File: src/rtl/mem_arbiter.sv
// Shares one memory read port and one write port among instruction-fetch, load and store
// requesters, one transaction at a time. Define MEM_ARB_RR_EN for round-robin grants.
`ifndef COMMON_WIDTH
`define COMMON_WIDTH 32
`endif

module mem_arbiter #(
    parameter int unsigned MEM_LATENCY = 1,
    parameter int unsigned ARB_WIDTH   = `COMMON_WIDTH
) (
    input  logic                 clk,
    input  logic                 rst,
    // instruction fetch
    input  logic                 if_en_i,
    input  logic [ARB_WIDTH-1:0] if_addr_i,
    input  logic [2:0]           if_byte_num_i,
    output logic [ARB_WIDTH-1:0] if_data_o,
    output logic                 if_done_o,
    // load
    input  logic                 ld_en_i,
    input  logic [ARB_WIDTH-1:0] ld_addr_i,
    input  logic [2:0]           ld_byte_num_i,
    output logic [ARB_WIDTH-1:0] ld_data_o,
    output logic                 ld_done_o,
    // store
    input  logic                 st_en_i,
    input  logic [ARB_WIDTH-1:0] st_addr_i,
    input  logic [ARB_WIDTH-1:0] st_data_i,
    input  logic [2:0]           st_byte_num_i,
    output logic                 st_done_o,
    // memory read port
    output logic                 rd_en_o,
    output logic [ARB_WIDTH-1:0] rd_addr_o,
    output logic [2:0]           rd_byte_num_o,
    input  logic [ARB_WIDTH-1:0] rd_data_i,
    // memory write port
    output logic                 wr_en_o,
    output logic [ARB_WIDTH-1:0] wr_addr_o,
    output logic [ARB_WIDTH-1:0] wr_data_o,
    output logic [2:0]           wr_byte_num_o
);

    localparam logic [1:0] ID_IF = 2'd0;
    localparam logic [1:0] ID_LD = 2'd1;
    localparam logic [1:0] ID_ST = 2'd2;
    localparam logic [3:0] LAT   = 4'(MEM_LATENCY);

    typedef enum logic [1:0] {S_IDLE, S_ISSUE, S_WAIT, S_RESP} state_t;

    state_t               state_q, state_d;
    logic [1:0]           id_q, id_d;
    logic [ARB_WIDTH-1:0] addr_q, addr_d;
    logic [2:0]           byte_q, byte_d;
    logic [ARB_WIDTH-1:0] wdata_q, wdata_d;
    logic [3:0]           cnt_q, cnt_d;
    logic [ARB_WIDTH-1:0] if_data_q, if_data_d;
    logic [ARB_WIDTH-1:0] ld_data_q, ld_data_d;

    logic [2:0]           req_vec;
    logic                 any_req;
    logic [1:0]           win_id;
    logic                 byte_ok;
    logic [ARB_WIDTH-1:0] rd_word;
    logic                 resp_act;
    logic [2:0]           done_vec;

    assign req_vec = {st_en_i, ld_en_i, if_en_i};
    assign any_req = |req_vec;
    assign byte_ok = (byte_q == 3'd1) || (byte_q == 3'd2) || (byte_q == 3'd4);

`ifdef MEM_ARB_RR_EN
    // rr_ptr_q names the requester that gets first look at the next arbitration
    logic [1:0] rr_ptr_q, rr_ptr_d;

    always_comb begin
        win_id = ID_IF;
        case (rr_ptr_q)
            ID_LD:   win_id = req_vec[1] ? ID_LD : (req_vec[2] ? ID_ST : ID_IF);
            ID_ST:   win_id = req_vec[2] ? ID_ST : (req_vec[0] ? ID_IF : ID_LD);
            default: win_id = req_vec[0] ? ID_IF : (req_vec[1] ? ID_LD : ID_ST);
        endcase
    end

    always_comb begin
        rr_ptr_d = rr_ptr_q;
        if (state_q == S_IDLE && any_req) begin
            rr_ptr_d = (win_id == ID_ST) ? ID_IF : win_id + 2'd1;
        end
    end

    always_ff @(posedge clk or posedge rst) begin
        if (rst) begin
            rr_ptr_q <= ID_IF;
        end else begin
            rr_ptr_q <= rr_ptr_d;
        end
    end
`else
    always_comb begin
        if (req_vec[2]) begin
            win_id = ID_ST;
        end else if (req_vec[1]) begin
            win_id = ID_LD;
        end else begin
            win_id = ID_IF;
        end
    end
`endif

    // Zero-extend the returned word to the requested width; illegal sizes return 0.
    always_comb begin
        case (byte_q)
            3'd1:    rd_word = ARB_WIDTH'(rd_data_i[7:0]);
            3'd2:    rd_word = ARB_WIDTH'(rd_data_i[15:0]);
            3'd4:    rd_word = rd_data_i;
            default: rd_word = '0;
        endcase
    end

    // FSM: state register
    always_ff @(posedge clk or posedge rst) begin
        if (rst) begin
            state_q <= S_IDLE;
        end else begin
            state_q <= state_d;
        end
    end

    // FSM: next state
    always_comb begin
        state_d = state_q;
        case (state_q)
            S_IDLE:  if (any_req) state_d = S_ISSUE;
            S_ISSUE: state_d = S_WAIT;
            S_WAIT:  if (cnt_q <= 4'd1) state_d = S_RESP;
            S_RESP:  state_d = S_IDLE;
            default: state_d = S_IDLE;
        endcase
    end

    // FSM: outputs
    always_comb begin
        rd_en_o  = 1'b0;
        wr_en_o  = 1'b0;
        resp_act = 1'b0;
        case (state_q)
            S_ISSUE: begin
                if (byte_ok) begin
                    if (id_q == ID_ST) begin
                        wr_en_o = 1'b1;
                    end else begin
                        rd_en_o = 1'b1;
                    end
                end
            end
            S_RESP:  resp_act = 1'b1;
            default: ;
        endcase
    end

    genvar gi;
    generate
        for (gi = 0; gi < 3; gi++) begin : g_done
            assign done_vec[gi] = resp_act && (id_q == 2'(gi));
        end
    endgenerate

    assign if_done_o = done_vec[ID_IF];
    assign ld_done_o = done_vec[ID_LD];
    assign st_done_o = done_vec[ID_ST];

    // Transaction datapath: fields are frozen at grant so later input changes are ignored.
    always_comb begin
        id_d      = id_q;
        addr_d    = addr_q;
        byte_d    = byte_q;
        wdata_d   = wdata_q;
        cnt_d     = cnt_q;
        if_data_d = if_data_q;
        ld_data_d = ld_data_q;
        case (state_q)
            S_IDLE: begin
                if (any_req) begin
                    id_d = win_id;
                    case (win_id)
                        ID_ST: begin
                            addr_d  = st_addr_i;
                            byte_d  = st_byte_num_i;
                            wdata_d = st_data_i;
                        end
                        ID_LD: begin
                            addr_d  = ld_addr_i;
                            byte_d  = ld_byte_num_i;
                            wdata_d = '0;
                        end
                        default: begin
                            addr_d  = if_addr_i;
                            byte_d  = if_byte_num_i;
                            wdata_d = '0;
                        end
                    endcase
                end
            end
            S_ISSUE: cnt_d = LAT;
            S_WAIT: begin
                cnt_d = cnt_q - 4'd1;
                if (cnt_q <= 4'd1) begin
                    if (id_q == ID_IF) begin
                        if_data_d = rd_word;
                    end else if (id_q == ID_LD) begin
                        ld_data_d = rd_word;
                    end
                end
            end
            default: ;
        endcase
    end

    always_ff @(posedge clk or posedge rst) begin
        if (rst) begin
            id_q      <= ID_IF;
            addr_q    <= '0;
            byte_q    <= '0;
            wdata_q   <= '0;
            cnt_q     <= '0;
            if_data_q <= '0;
            ld_data_q <= '0;
        end else begin
            id_q      <= id_d;
            addr_q    <= addr_d;
            byte_q    <= byte_d;
            wdata_q   <= wdata_d;
            cnt_q     <= cnt_d;
            if_data_q <= if_data_d;
            ld_data_q <= ld_data_d;
        end
    end

    assign if_data_o     = if_data_q;
    assign ld_data_o     = ld_data_q;
    assign rd_addr_o     = addr_q;
    assign rd_byte_num_o = byte_q;
    assign wr_addr_o     = addr_q;
    assign wr_data_o     = wdata_q;
    assign wr_byte_num_o = byte_q;

endmodule

File: config.mk
export PLATFORM = sky130hd
export DESIGN_NAME = mem_arbiter
export DESIGN_NICKNAME = d
export VERILOG_FILES = /design/src/rtl/mem_arbiter.sv
export SDC_FILE = /design/constraint.sdc
export NUM_CORES = 1
export LEC_CHECK = 0
export BUFFER_PORTS_ARGS = -buffer_cell sky130_fd_sc_hd__buf_2
export CAP_MARGIN = 0
export CELL_PAD_IN_SITES_DETAIL_PLACEMENT = 1
export CELL_PAD_IN_SITES_GLOBAL_PLACEMENT = 2
export CORE_MARGIN = 2
export CORE_UTILIZATION = 28
export CTS_CLUSTER_DIAMETER = 60
export DETAILED_ROUTE_END_ITERATION = 8
export PLACE_DENSITY_LB_ADDON = 0.08
export SYNTH_ARGS = -nofsm -noshare
export SYNTH_HDL_FRONTEND = slang
export SYNTH_SLANG_ARGS = --single-unit
File: constraint.sdc
create_clock -name clk -period 11.2 [get_ports clk]
set_input_delay 0.56 -clock clk [delete_from_list [all_inputs] [get_ports clk]]
set_output_delay 0.56 -clock clk [all_outputs]
set_load 0.1 [all_outputs]
==> metrics.md <==
| Metric | Value |
|---|---|
| Global-route usage over all layers | 17.81% |
| Remaining routing DRC violations | 0 |
| Placeable core region | 22780 um^2 |
| Max transition margin | 22.40% |
| Layout net count | 1097 |
| Number of distinct library cells after synthesis | 39 |
| Peak Freq | 0.3208 GHz |
| DP Wirelength | 16280 um |
| Count of maximum capacitance violations | 0 |
| Starting utilization of the core area | 28.72% |
| Design Area, Final | 8872 um^2 |
| Most frequent cell on the critical path | sky130_fd_sc_hd__inv_1 |
| Number of CTS-inserted buffers | 17 |
| Largest stage delay on the critical path | 0.94 ns |
| Worst-Margin Slew | 1.164 ns |
| Last weighted congestion value of the routability-driven placer | 0.7618 |
| Type of the most critical hold path | input pin to asynchronous set/reset pin |
| CTS Hold Bufs | 0 |
| Post-synthesis net count | 802 |
| Worst-path clk slew | 0.06 ns |
| Top FF cell, synth | sky130_fd_sc_hd__dfrtp_1 |
| Filler cell count | 2667 |
| Buffer levels on the longest clock path | 2 |
| Mean cell area of the mapped netlist | 10.54 um^2 |
| Num Clock Sinks | 139 |
| Post-synthesis cell type with the largest combined area | sky130_fd_sc_hd__dfrtp_1 |
| DR pass1 iterations | 4 |
| Number of cells produced by synthesis | 621 |
| Total via count in the routed design | 5692 |
| Worst R2R Start | state_q[0] |
| Largest net degree at the start of global routing | 94 |
| Share of synthesized flip-flops with an asynchronous set or reset | 100.0% |
| Number of antenna violations at the first check in global routing | 3 |
| Utilization after layout | 38.95% |
| Detailed-route wire length per cell | 17.47 um |
| Most used cells in the layout excluding fill and tap cells | sky130_fd_sc_hd__buf_2, sky130_fd_sc_hd__dfrtp_1, sky130_fd_sc_hd__nand2_1 |
| Part of the Yosys area used for sequential elements | 53.17% |
| Netlist Area Pre-Place | 6543 um^2 |
| Area added between synthesis and finish | 35.61% |
| Sum of overflow across all layers after global routing | 0 |
| Die ar. | 24610 um^2 |
| FF/Latch Area | 3478 um^2 |
| Cell type of the slowest stage on the worst timing path | sky130_fd_sc_hd__ha_2 |
| #FFs+latches synth | 139 |
| Width of the chip | 156.9 um |
| Status | finished, final reports clean |
| Ys Warns | 0 |
| Final Setup Violations | 0 |
| Count of final max-slew check failures | 0 |
| Final critical-path share of the clock period | 27.83% |
| Chain of cells forming the critical path | inv_1 > ha_2 > o31ai_4 > buf_4 > a222oi_1 > inv_1 |
| Count of pins on the block boundary | 345 |
| Setup crit end kind | flop |
| Setup repair after global routing missed its margin | no |
| Capture point of the worst reg-to-reg path | rd_byte_num_o[1] |
| Antenna-violating nets left | 0 |
| Vertical die dimension | 156.9 um |
| First-pass GRT wire length | 33770 um |
| Setup total negative slack | 0 ns |
| Number of cells upsized or downsized after cts | 0 |
| Most frequent standard cell in the layout excluding fill and tap cells | sky130_fd_sc_hd__buf_2 |
| Footprint of the multi-input gates | 2562 um^2 |
| Number of hold violations in the final report | 0 |
| CTS tree | done |
| Placement Rows | 55 |
| CTS Root Buffer Type | sky130_fd_sc_hd__clkbuf_16 |
| CP startpoint kind | flop |
| Number of enable-type register cells in the synthesized netlist | 0 |
| Number of global-route vias before repair | 6219 |
| Setup slack of the most critical reg-to-reg path | 8.08 ns |
| DR vias/cell | 4.583 |
| Count of buffers from port buffering | 344 |
| Wire length reported by the detailed router | 21700 um |
| Number of H-tree levels | 4 |
| Area contributors post-synth | sky130_fd_sc_hd__dfrtp_1, sky130_fd_sc_hd__mux2_2, sky130_fd_sc_hd__nand2_1 |
| Standard cell area after detailed placement | 8298 um^2 |
| Highest net fanout along the worst path | 52 |
| Type of the setup path with the least slack | flop to flop |
| Period minus WS final | 3.117 ns |
| Initial detailed-routing violation count | 285 |
| Post-CTS setup buffer count | 0 |
| Data required time at the worst endpoint | 11.49 ns |
| Signal arrival time at the worst endpoint | 3.41 ns |
| Proportion of layout cells with a drive suffix above 1 | 47.31% |
| Latest clock arrival within the worst-skew pair | 0.42 ns |
| Skew final | 0.01296 ns |
| Share of the synthesized area in the top cell type | 53.17% |
| Number of cells on the worst reg-to-reg path | 6 |
==> critical path, delay by kind of cell, from the launching register on <==
family                   cells  cell delay [ns]
buffers and inverters        3             0.67
flip-flops                   1             0.41
AO/OA/AOI/OAI                2             0.93
adder cells (fa/ha/maj)      1             0.94
==> per-stage QoR <==
step / setup slack, ns / cells / hold slack (ns)
global route: 7.744 / 1242 / 0.2278
global placement: 8.178 / 1210 / 0.4459
floorplan: 6.915 / 621 / 0.5257
detailed placement: 8.053 / 1210 / 0.4508
finish: 8.083 / 1242 / 0.1977
CTS: 8.063 / 1241 / 0.2095
==> state kept, by name, summed over array words and instances (netlist names) <==
| signal | cells |
|---|---|
| if_data_o | 32 |
| ld_data_o | 32 |
| rd_addr_o | 32 |
| wr_data_o | 32 |
| cnt_q | 4 |
| rd_byte_num_o | 3 |
| id_q | 2 |
| state_q | 2 |
==> worst max path at each step <==
stage,slack [ns],startpoint,endpoint
floorplan,6.92,rst,cnt_q[0]
global placement,8.18,state_q[0],rd_byte_num_o[1]
detailed placement,8.05,state_q[0],rd_byte_num_o[1]
CTS,8.06,state_q[0],rd_byte_num_o[1]
global route,7.74,state_q[0],rd_byte_num_o[1]
finish,8.08,state_q[0],rd_byte_num_o[1]
==> cell usage after synthesis, types with 2 or more instances <==
master                      number
sky130_fd_sc_hd__o22ai_1         3
sky130_fd_sc_hd__inv_1          23
sky130_fd_sc_hd__a222oi_1       14
sky130_fd_sc_hd__dfrtp_1       139
sky130_fd_sc_hd__mux2i_1        21
sky130_fd_sc_hd__buf_6           3
sky130_fd_sc_hd__mux2_1          2
sky130_fd_sc_hd__o21ai_0        25
sky130_fd_sc_hd__o2bb2ai_1      16
sky130_fd_sc_hd__buf_1           7
sky130_fd_sc_hd__nand3_1        34
sky130_fd_sc_hd__clkbuf_1       21
sky130_fd_sc_hd__a22o_1         14
sky130_fd_sc_hd__nor2_1         24
sky130_fd_sc_hd__ha_1            7
sky130_fd_sc_hd__a21oi_1        22
sky130_fd_sc_hd__buf_4          35
sky130_fd_sc_hd__nor3b_1         4
sky130_fd_sc_hd__and2_1         25
sky130_fd_sc_hd__buf_2           9
sky130_fd_sc_hd__nor2b_1         2
sky130_fd_sc_hd__nand2_1       107
sky130_fd_sc_hd__mux2_2         48
==> cell type report <==
type	count	area share, %
Multi-Input combinational cell	384	28.88
Inverter	23	1.029
Clock buffer	18	4.837
Antenna cell	1	0.02820
Sequential cell	139	39.20
Timing Repair Buffer	351	20.00
Tap cell	313	4.414
Clock inverter	13	1.608
==> cell families (layout without fill, tap and decap cells) <==
logic type / after synthesis / in the layout / synth area share (%)
xor gates and xnor gates: 2 / 2 / 0.2678
AOI/OAI and AO/OA: 99 / 99 / 10.73
DFF: 139 / 139 / 53.17
other: 0 / 1 / 0
muxes: 71 / 71 / 11.82
buffers and inverters: 98 / 405 / 8.147
and+or+nand+nor: 205 / 205 / 14.53
adders and majority gates: 7 / 7 / 1.339
==> per-layer routing <==
metal  share of wire (%)  global-route usage [%]
met5               0.060                       0
met2                  52                   31.81
met4                 1.9                   6.073
met3                 7.0                   4.929
met1                  39                   20.43
Power is not shown: default switching activity piles up to over one toggle a cycle in this logic, so the estimate is an artifact.
